File: src/rtl/conv_pool_pkg.sv
// rtl/conv_pool_pkg.sv - shared sizes, FSM states and row type for the conv->pool output sequencer
package conv_pool_pkg;

    localparam int DATA_WIDTH   = 32;
    localparam int INPUT_SIZE   = 6;
    localparam int FEATURE_NUM  = 4;
    localparam int FEATURE_ROWS = 6;
    localparam int ROW_BITS     = DATA_WIDTH * INPUT_SIZE;
    localparam int IDX_W        = $clog2(FEATURE_NUM);
    localparam int ROW_W        = $clog2(FEATURE_ROWS);

    typedef enum logic [1:0] {
        IDLE  = 2'd0,
        ISSUE = 2'd1,
        GAP   = 2'd2
    } seq_state_t;

    typedef logic [ROW_BITS-1:0] row_t;

    // Lane 0 sits in the MSBs; a set sign bit (including -0.0) clamps the lane to +0.0.
    function automatic row_t relu_row(input row_t i_row);
        row_t r;
        r = i_row;
        for (int i = 0; i < INPUT_SIZE; i++) begin
            if (i_row[ROW_BITS-1-i*DATA_WIDTH]) begin
                r[ROW_BITS-1-i*DATA_WIDTH -: DATA_WIDTH] = '0;
            end
        end
        return r;
    endfunction

endpackage

File: src/rtl/conv_pool_row_fifo.sv
// rtl/conv_pool_row_fifo.sv - synchronous row buffer between the conv array and the sequencer FSM
module conv_pool_row_fifo
    import conv_pool_pkg::*;
#(
    parameter int  DEPTH = 4,
    localparam int PTR_W = $clog2(DEPTH),
    localparam int CNT_W = $clog2(DEPTH) + 1
) (
    input  logic             i_clk,
    input  logic             i_rst,
    input  logic             i_push,
    input  logic [ROW_BITS-1:0] i_data,
    input  logic             i_pop,
    output logic [ROW_BITS-1:0] o_data,
    output logic             o_full,
    output logic             o_empty,
    output logic [CNT_W-1:0] o_count
);

    row_t             r_mem [DEPTH];
    logic [PTR_W-1:0] r_wptr;
    logic [PTR_W-1:0] r_rptr;
    logic [CNT_W-1:0] r_count;
    logic             w_push;
    logic             w_pop;

    assign w_push = i_push && (r_count != CNT_W'(DEPTH));
    assign w_pop  = i_pop && (r_count != '0);

    always_ff @(posedge i_clk) begin
        if (w_push) begin
            r_mem[r_wptr] <= i_data;
        end
    end

    always_ff @(posedge i_clk) begin
        if (i_rst) begin
            r_wptr  <= '0;
            r_rptr  <= '0;
            r_count <= '0;
        end else begin
            if (w_push) begin
                r_wptr <= r_wptr + PTR_W'(1);
            end
            if (w_pop) begin
                r_rptr <= r_rptr + PTR_W'(1);
            end
            case ({w_push, w_pop})
                2'b10:   r_count <= r_count + CNT_W'(1);
                2'b01:   r_count <= r_count - CNT_W'(1);
                default: r_count <= r_count;
            endcase
        end
    end

    assign o_data  = r_mem[r_rptr];
    assign o_full  = (r_count == CNT_W'(DEPTH));
    assign o_empty = (r_count == '0);
    assign o_count = r_count;

endmodule

File: src/rtl/conv_pool_output_sequencer.sv
// rtl/conv_pool_output_sequencer.sv - buffers conv rows and replays them as spaced kernel_calc_fin strobes
// Optional CONV_POOL_RELU_EN: rectify each lane as it is registered into data_out.
module conv_pool_output_sequencer
    import conv_pool_pkg::*;
#(
    parameter int  FIFO_DEPTH = 4,
    parameter int  MIN_GAP    = 4,
    localparam int CNT_W      = $clog2(FIFO_DEPTH) + 1,
    localparam int GAP_W      = $clog2(MIN_GAP)
) (
    input  logic                i_clk,
    input  logic                i_rst,
    input  logic                i_conv_valid,
    output logic                o_conv_ready,
    input  logic [ROW_BITS-1:0] i_conv_data,
    output logic [ROW_BITS-1:0] o_data_out,
    output logic                o_kernel_calc_fin,
    output logic [IDX_W-1:0]    o_feature_idx,
    output logic [ROW_W-1:0]    o_feature_row,
    output logic                o_frame_done,
    output logic                o_busy
);

    seq_state_t       r_state;
    seq_state_t       w_next_state;
    logic [GAP_W-1:0] r_gap_cnt;
    logic [IDX_W-1:0] r_cnt_idx;
    logic [ROW_W-1:0] r_cnt_row;

    row_t             r_data_out;
    logic [IDX_W-1:0] r_feature_idx;
    logic [ROW_W-1:0] r_feature_row;
    logic             r_fin;
    logic             r_frame_done;
    logic             r_conv_ready;

    logic             w_push;
    logic             w_pop;
    logic             w_issue;
    logic             w_last;
    row_t             w_fifo_data;
    row_t             w_row_in;
    logic             w_full;
    logic             w_empty;
    logic [CNT_W-1:0] w_count;
    logic [CNT_W-1:0] w_count_next;

    assign w_push = i_conv_valid && r_conv_ready && !w_full;

    conv_pool_row_fifo #(
        .DEPTH (FIFO_DEPTH)
    ) u_row_fifo (
        .i_clk   (i_clk),
        .i_rst   (i_rst),
        .i_push  (w_push),
        .i_data  (i_conv_data),
        .i_pop   (w_pop),
        .o_data  (w_fifo_data),
        .o_full  (w_full),
        .o_empty (w_empty),
        .o_count (w_count)
    );

    // Ready is registered from next-cycle occupancy so it never lags a pop or admits a push into a full buffer.
    assign w_count_next = w_count + CNT_W'(w_push) - CNT_W'(w_pop);

`ifdef CONV_POOL_RELU_EN
    assign w_row_in = relu_row(w_fifo_data);
`else
    assign w_row_in = w_fifo_data;
`endif

    always_ff @(posedge i_clk) begin
        if (i_rst) begin
            r_state <= IDLE;
        end else begin
            r_state <= w_next_state;
        end
    end

    always_comb begin
        w_next_state = r_state;
        case (r_state)
            IDLE: begin
                if (!w_empty) begin
                    w_next_state = ISSUE;
                end
            end
            ISSUE: begin
                w_next_state = GAP;
            end
            GAP: begin
                if (r_gap_cnt == '0) begin
                    w_next_state = w_empty ? IDLE : ISSUE;
                end
            end
            default: begin
                w_next_state = IDLE;
            end
        endcase
    end

    always_comb begin
        w_pop   = (w_next_state == ISSUE) && (r_state != ISSUE);
        w_issue = (r_state == ISSUE);
        w_last  = w_issue
                  && (r_cnt_idx == IDX_W'(FEATURE_NUM - 1))
                  && (r_cnt_row == ROW_W'(FEATURE_ROWS - 1));
    end

    always_ff @(posedge i_clk) begin
        if (i_rst) begin
            r_gap_cnt     <= '0;
            r_cnt_idx     <= '0;
            r_cnt_row     <= '0;
            r_data_out    <= '0;
            r_feature_idx <= '0;
            r_feature_row <= '0;
            r_fin         <= 1'b0;
            r_frame_done  <= 1'b0;
            r_conv_ready  <= 1'b0;
        end else begin
            r_conv_ready <= (w_count_next != CNT_W'(FIFO_DEPTH));
            r_fin        <= w_issue;
            r_frame_done <= w_last;

            if (w_pop) begin
                r_data_out    <= w_row_in;
                r_feature_idx <= r_cnt_idx;
                r_feature_row <= r_cnt_row;
            end

            if (w_issue) begin
                r_gap_cnt <= GAP_W'(MIN_GAP - 1);
                if (r_cnt_row == ROW_W'(FEATURE_ROWS - 1)) begin
                    r_cnt_row <= '0;
                    r_cnt_idx <= (r_cnt_idx == IDX_W'(FEATURE_NUM - 1)) ? '0 : r_cnt_idx + IDX_W'(1);
                end else begin
                    r_cnt_row <= r_cnt_row + ROW_W'(1);
                end
            end else if ((r_state == GAP) && (r_gap_cnt != '0)) begin
                r_gap_cnt <= r_gap_cnt - GAP_W'(1);
            end
        end
    end

    assign o_conv_ready      = r_conv_ready;
    assign o_data_out        = r_data_out;
    assign o_kernel_calc_fin = r_fin;
    assign o_feature_idx     = r_feature_idx;
    assign o_feature_row     = r_feature_row;
    assign o_frame_done      = r_frame_done;
    assign o_busy            = !w_empty || (r_state != IDLE);

endmodule

File: config.mk
export PLATFORM = sky130hd
export DESIGN_NAME = conv_pool_output_sequencer
export DESIGN_NICKNAME = d
export VERILOG_FILES = /design/src/rtl/conv_pool_pkg.sv /design/src/rtl/conv_pool_row_fifo.sv /design/src/rtl/conv_pool_output_sequencer.sv
export SDC_FILE = /design/constraint.sdc
export NUM_CORES = 1
export LEC_CHECK = 0
export BUFFER_PORTS_ARGS = -buffer_cell sky130_fd_sc_hd__buf_2
export CORE_AREA = 3 3 325 327
export CTS_CLUSTER_SIZE = 40
export DETAILED_ROUTE_END_ITERATION = 12
export DIE_AREA = 0 0 328 330
export PLACE_DENSITY_LB_ADDON = 0.05
export SETUP_SLACK_MARGIN = 0.5
export SLEW_MARGIN = 40
export SYNTH_ARGS = -nofsm -noshare
export SYNTH_HDL_FRONTEND = slang
export SYNTH_SLANG_ARGS = --single-unit
File: constraint.sdc
create_clock -name i_clk -period 6 [get_ports i_clk]
set_clock_uncertainty 0.05 [all_clocks]
set_input_delay 0.6 -clock i_clk [delete_from_list [all_inputs] [get_ports i_clk]]
set_output_delay 0.6 -clock i_clk [all_outputs]
set_load 0.005 [all_outputs]
==> reports/qor.csv <==
stage,metric,value,unit
status,status,"complete, no violations",
yosys,yosysWarnings,0,
clock_network,clockBufferDepth,3,
worst_setup_path,crit_type,flip-flop to flip-flop,
global_routing,met1_usage,19.4,%
detailed_routing,via_count,17900,
detailed_routing,drcViolationCount,0,
yosys,synth_cell_type_count,41,
global_routing,grt_use_total,16.1,%
clock_network,cts_sinks,984,
clock_network,cts_resized,0,
timing,period_share,47.3,%
detailed_routing,final_antenna_net_count,0,
timing,setup_tns,0,ns
clock_network,clock_latency,0.67,ns
yosys,yosysSeqAreaShare,76.3,%
final_layout,layout_common_cells,"edfxtp_1, buf_2, dfxtp_1, nand2b_1, o2bb2ai_1",
timing,worst_pin_slew,0.799,ns
detailed_routing,wl_per_cell,23.9,um
global_routing,overflow,0,
clock_network,cts_hold_buf,0,
final_layout,drive_above_1_share,34.5,%
worst_setup_path,cp-end-kind,flip-flop,
worst_setup_path,crit_required,6.47,ns
timing,grt_setup_unrepaired,false,
floorplan,die_h,330,um
hold_path,min_path_type,input pin to flip-flop,
power_and_ir_drop,powerDensity,467,mW/mm^2
clock_network,path_clk_slew,0.06,ns
worst_setup_path,critPathSlowestCell,buf_4,
worst_setup_path,max_stage_delay,0.74,ns
global_routing,top_usage_layer,met2,
yosys,synth_top_cell_by_area,edfxtp_1,
detailed_routing,drt_iter0_markers,748,
final_layout,layout_commonest_cell,edfxtp_1,
detailed_routing,routed_wl,88100,um
worst_setup_path,startpoint_type,flip-flop,
final_layout,syn2layout_area_growth,20.5,%
placed_design,port_buffers,395,
timing,finalHoldViolCount,0,
clock_network,cts_tree,yes,
worst_setup_path,critPathMaxFanout,68,
yosys,ys_seq_elements,984,
detailed_routing,first_pass_iters,5,
global_routing,grt_pass1_vias,18900,
worst_setup_path,path_cells,inv_1 > ha_1 > and2b_1 > nor3_4 > buf_6 > buf_4 > o2bb2ai_1,
worst_setup_path,worst_ep_arrival_time,3.31,ns
yosys,synth_top_cell_area_share,64.3,%
yosys,syn_area,0.0359,mm^2
timing,fmax,352,MHz
yosys,avgSynthCellArea,20.1,um^2
worst_setup_path,crit_family,buffers and inverters,
timing,fin_crit,2.84,ns
detailed_routing,vias_per_cell,4.85,
global_routing,grt_pass1_wl,128000,um
global_routing,antenna_found_initial,40,
placed_design,gp_congestion,0.724,
clock_network,cts_made_buffers,108,
global_routing,grtUsageMet3,4.80,%
flow_run,drv_cap,0,
yosys,synth_cells,1786,
clock_network,root_buffer,clkbuf_16,
global_routing,grt_max_degree,105,
final_layout,final_util,41.9,%
worst_setup_path,critPathBufInv,3,
clock_network,cts_max_level,3,
timing,finalSetupViolCount,0,
clock_network,cts_setup_buffers,0,
yosys,synthTopCellsByArea,"edfxtp_1, dfxtp_1, mux4_2",
power_and_ir_drop,ir_drop,0.369,mV
floorplan,initial_core_util,34.8,%
yosys,syn_nets,1992,
timing,max-slew-margin-rel,46.8,%
floorplan,dieArea,0.108,mm^2
global_routing,globalRouteMet2Util,27.9,%
floorplan,coreArea,0.103,mm^2
floorplan,die_x,328,um
floorplan,io_pins,396,
placed_design,hpwlAfterDp,49800,um
floorplan,num_rows,118,
power_and_ir_drop,p_leak,14.4,nW
timing,final_max_slew_viol_count,0,
final_layout,final_nets,2409,
-- state kept, by name, indices dropped and copies added, names as in the netlist --
register and cells:
r_cnt_row 3, o_kernel_calc_fin 1, r_state 2, u_row_fifo.r_mem 768, o_feature_row 3, o_conv_ready 1
r_gap_cnt 2, o_data_out 192, o_feature_idx 2, u_row_fifo.r_wptr 2, r_cnt_idx 2, u_row_fifo.r_rptr 2
o_frame_done 1, u_row_fifo.o_count 3
-- report_power, final --
group	leakage (nW)	switching (mW)	internal (mW)	total, mW
combinational	3.87	2.52	1.97	4.49
clock	1.82	2.62	4.13	6.75
sequential	8.73	0.538	8.40	8.94
total	14.4	5.69	14.5	20.2
-- stage by stage --
step	power (mW)	hold WS [ns]	instance area [um^2]	setup slack, ns	std cells
after floorplan	11.8	0.410	35900	2.35	1786
after global placement	13.7	0.409	39400	2.76	3469
after detailed placement	13.8	0.414	39500	3.10	3472
after CTS	20.6	0.0169	43200	3.12	3675
after global routing	21.2	0.0303	43200	2.94	3681
final	20.2	0.0849	43200	3.16	3694
-- worst paths after layout --
kind | startpoint | endpoint | slack, ns | cells past startpoint
setup / recovery | r_gap_cnt[0]$_SDFFE_PP0P_ | o_data_out[144]$_SDFFE_PP0N_ | 3.16 | 7
hold / removal | i_conv_data[116] | u_row_fifo.r_mem[3][116]$_DFFE_PP_ | 0.08 | 1
setup reg to reg | r_gap_cnt[0]$_SDFFE_PP0P_ | o_data_out[144]$_SDFFE_PP0N_ | 3.16 | 7
hold reg to reg | o_data_out[15]$_SDFFE_PP0N_ | o_data_out[15]$_SDFFE_PP0N_ | 0.42 | 2
-- kinds of logic (layout without fill, tap and decap cells) --
kind of cell / count (synthesis) / in the layout / synth area share [%]
fa+ha+maj: 11 / 11 / 0.426
buf+inv: 127 / 637 / 1.57
other cells: 0 / 18 / 0
simple gates: 242 / 242 / 4.23
mux: 194 / 194 / 12.1
compound gates: 223 / 223 / 5.19
xor+xnor: 5 / 5 / 0.122
flops: 984 / 984 / 76.3
-- metal layers --
metal	vias to the layer above	share of wire [%]	routed length (um)
li1	8097	-	-
met3	157	6.2	5510
met4	14	2.4	2130
met5	-	0.12	107
met1	9232	40	35000
met2	415	51	45300
-- final cells by class --
class,count,area (um^2)
Clock inverter,38,480
Tap cell,1380,1730
Inverter,11,41.3
Fill cell,9274,60000
Antenna cell,18,45.0
Multi-Input combinational cell,675,7950
Clock buffer,165,3220
Timing Repair Buffer,423,2380
Sequential cell,984,27400
-- synth_stat cells (all sizes together) --
cell type,n
edfxtp,768
dfxtp,216
nand2b,195
o2bb2ai,193
mux4,192
buf,74
clkbuf,42
a21oi,16
inv,11
nor2,11
ha,9
nand4,6
o21ai,6
o31ai,6
and3,4
nand2,4
or3,4
xor2,4
nor3,3
a211oi,2
fa,2
nand3,2
nand3b,2
or4,2
and2,1
and2b,1
and3b,1
mux2,1
mux2i,1
nand4b,1
nor2b,1
nor3b,1
nor4,1
nor4b,1
or3b,1
xnor2,1
Power figures use the tool's default switching activity.
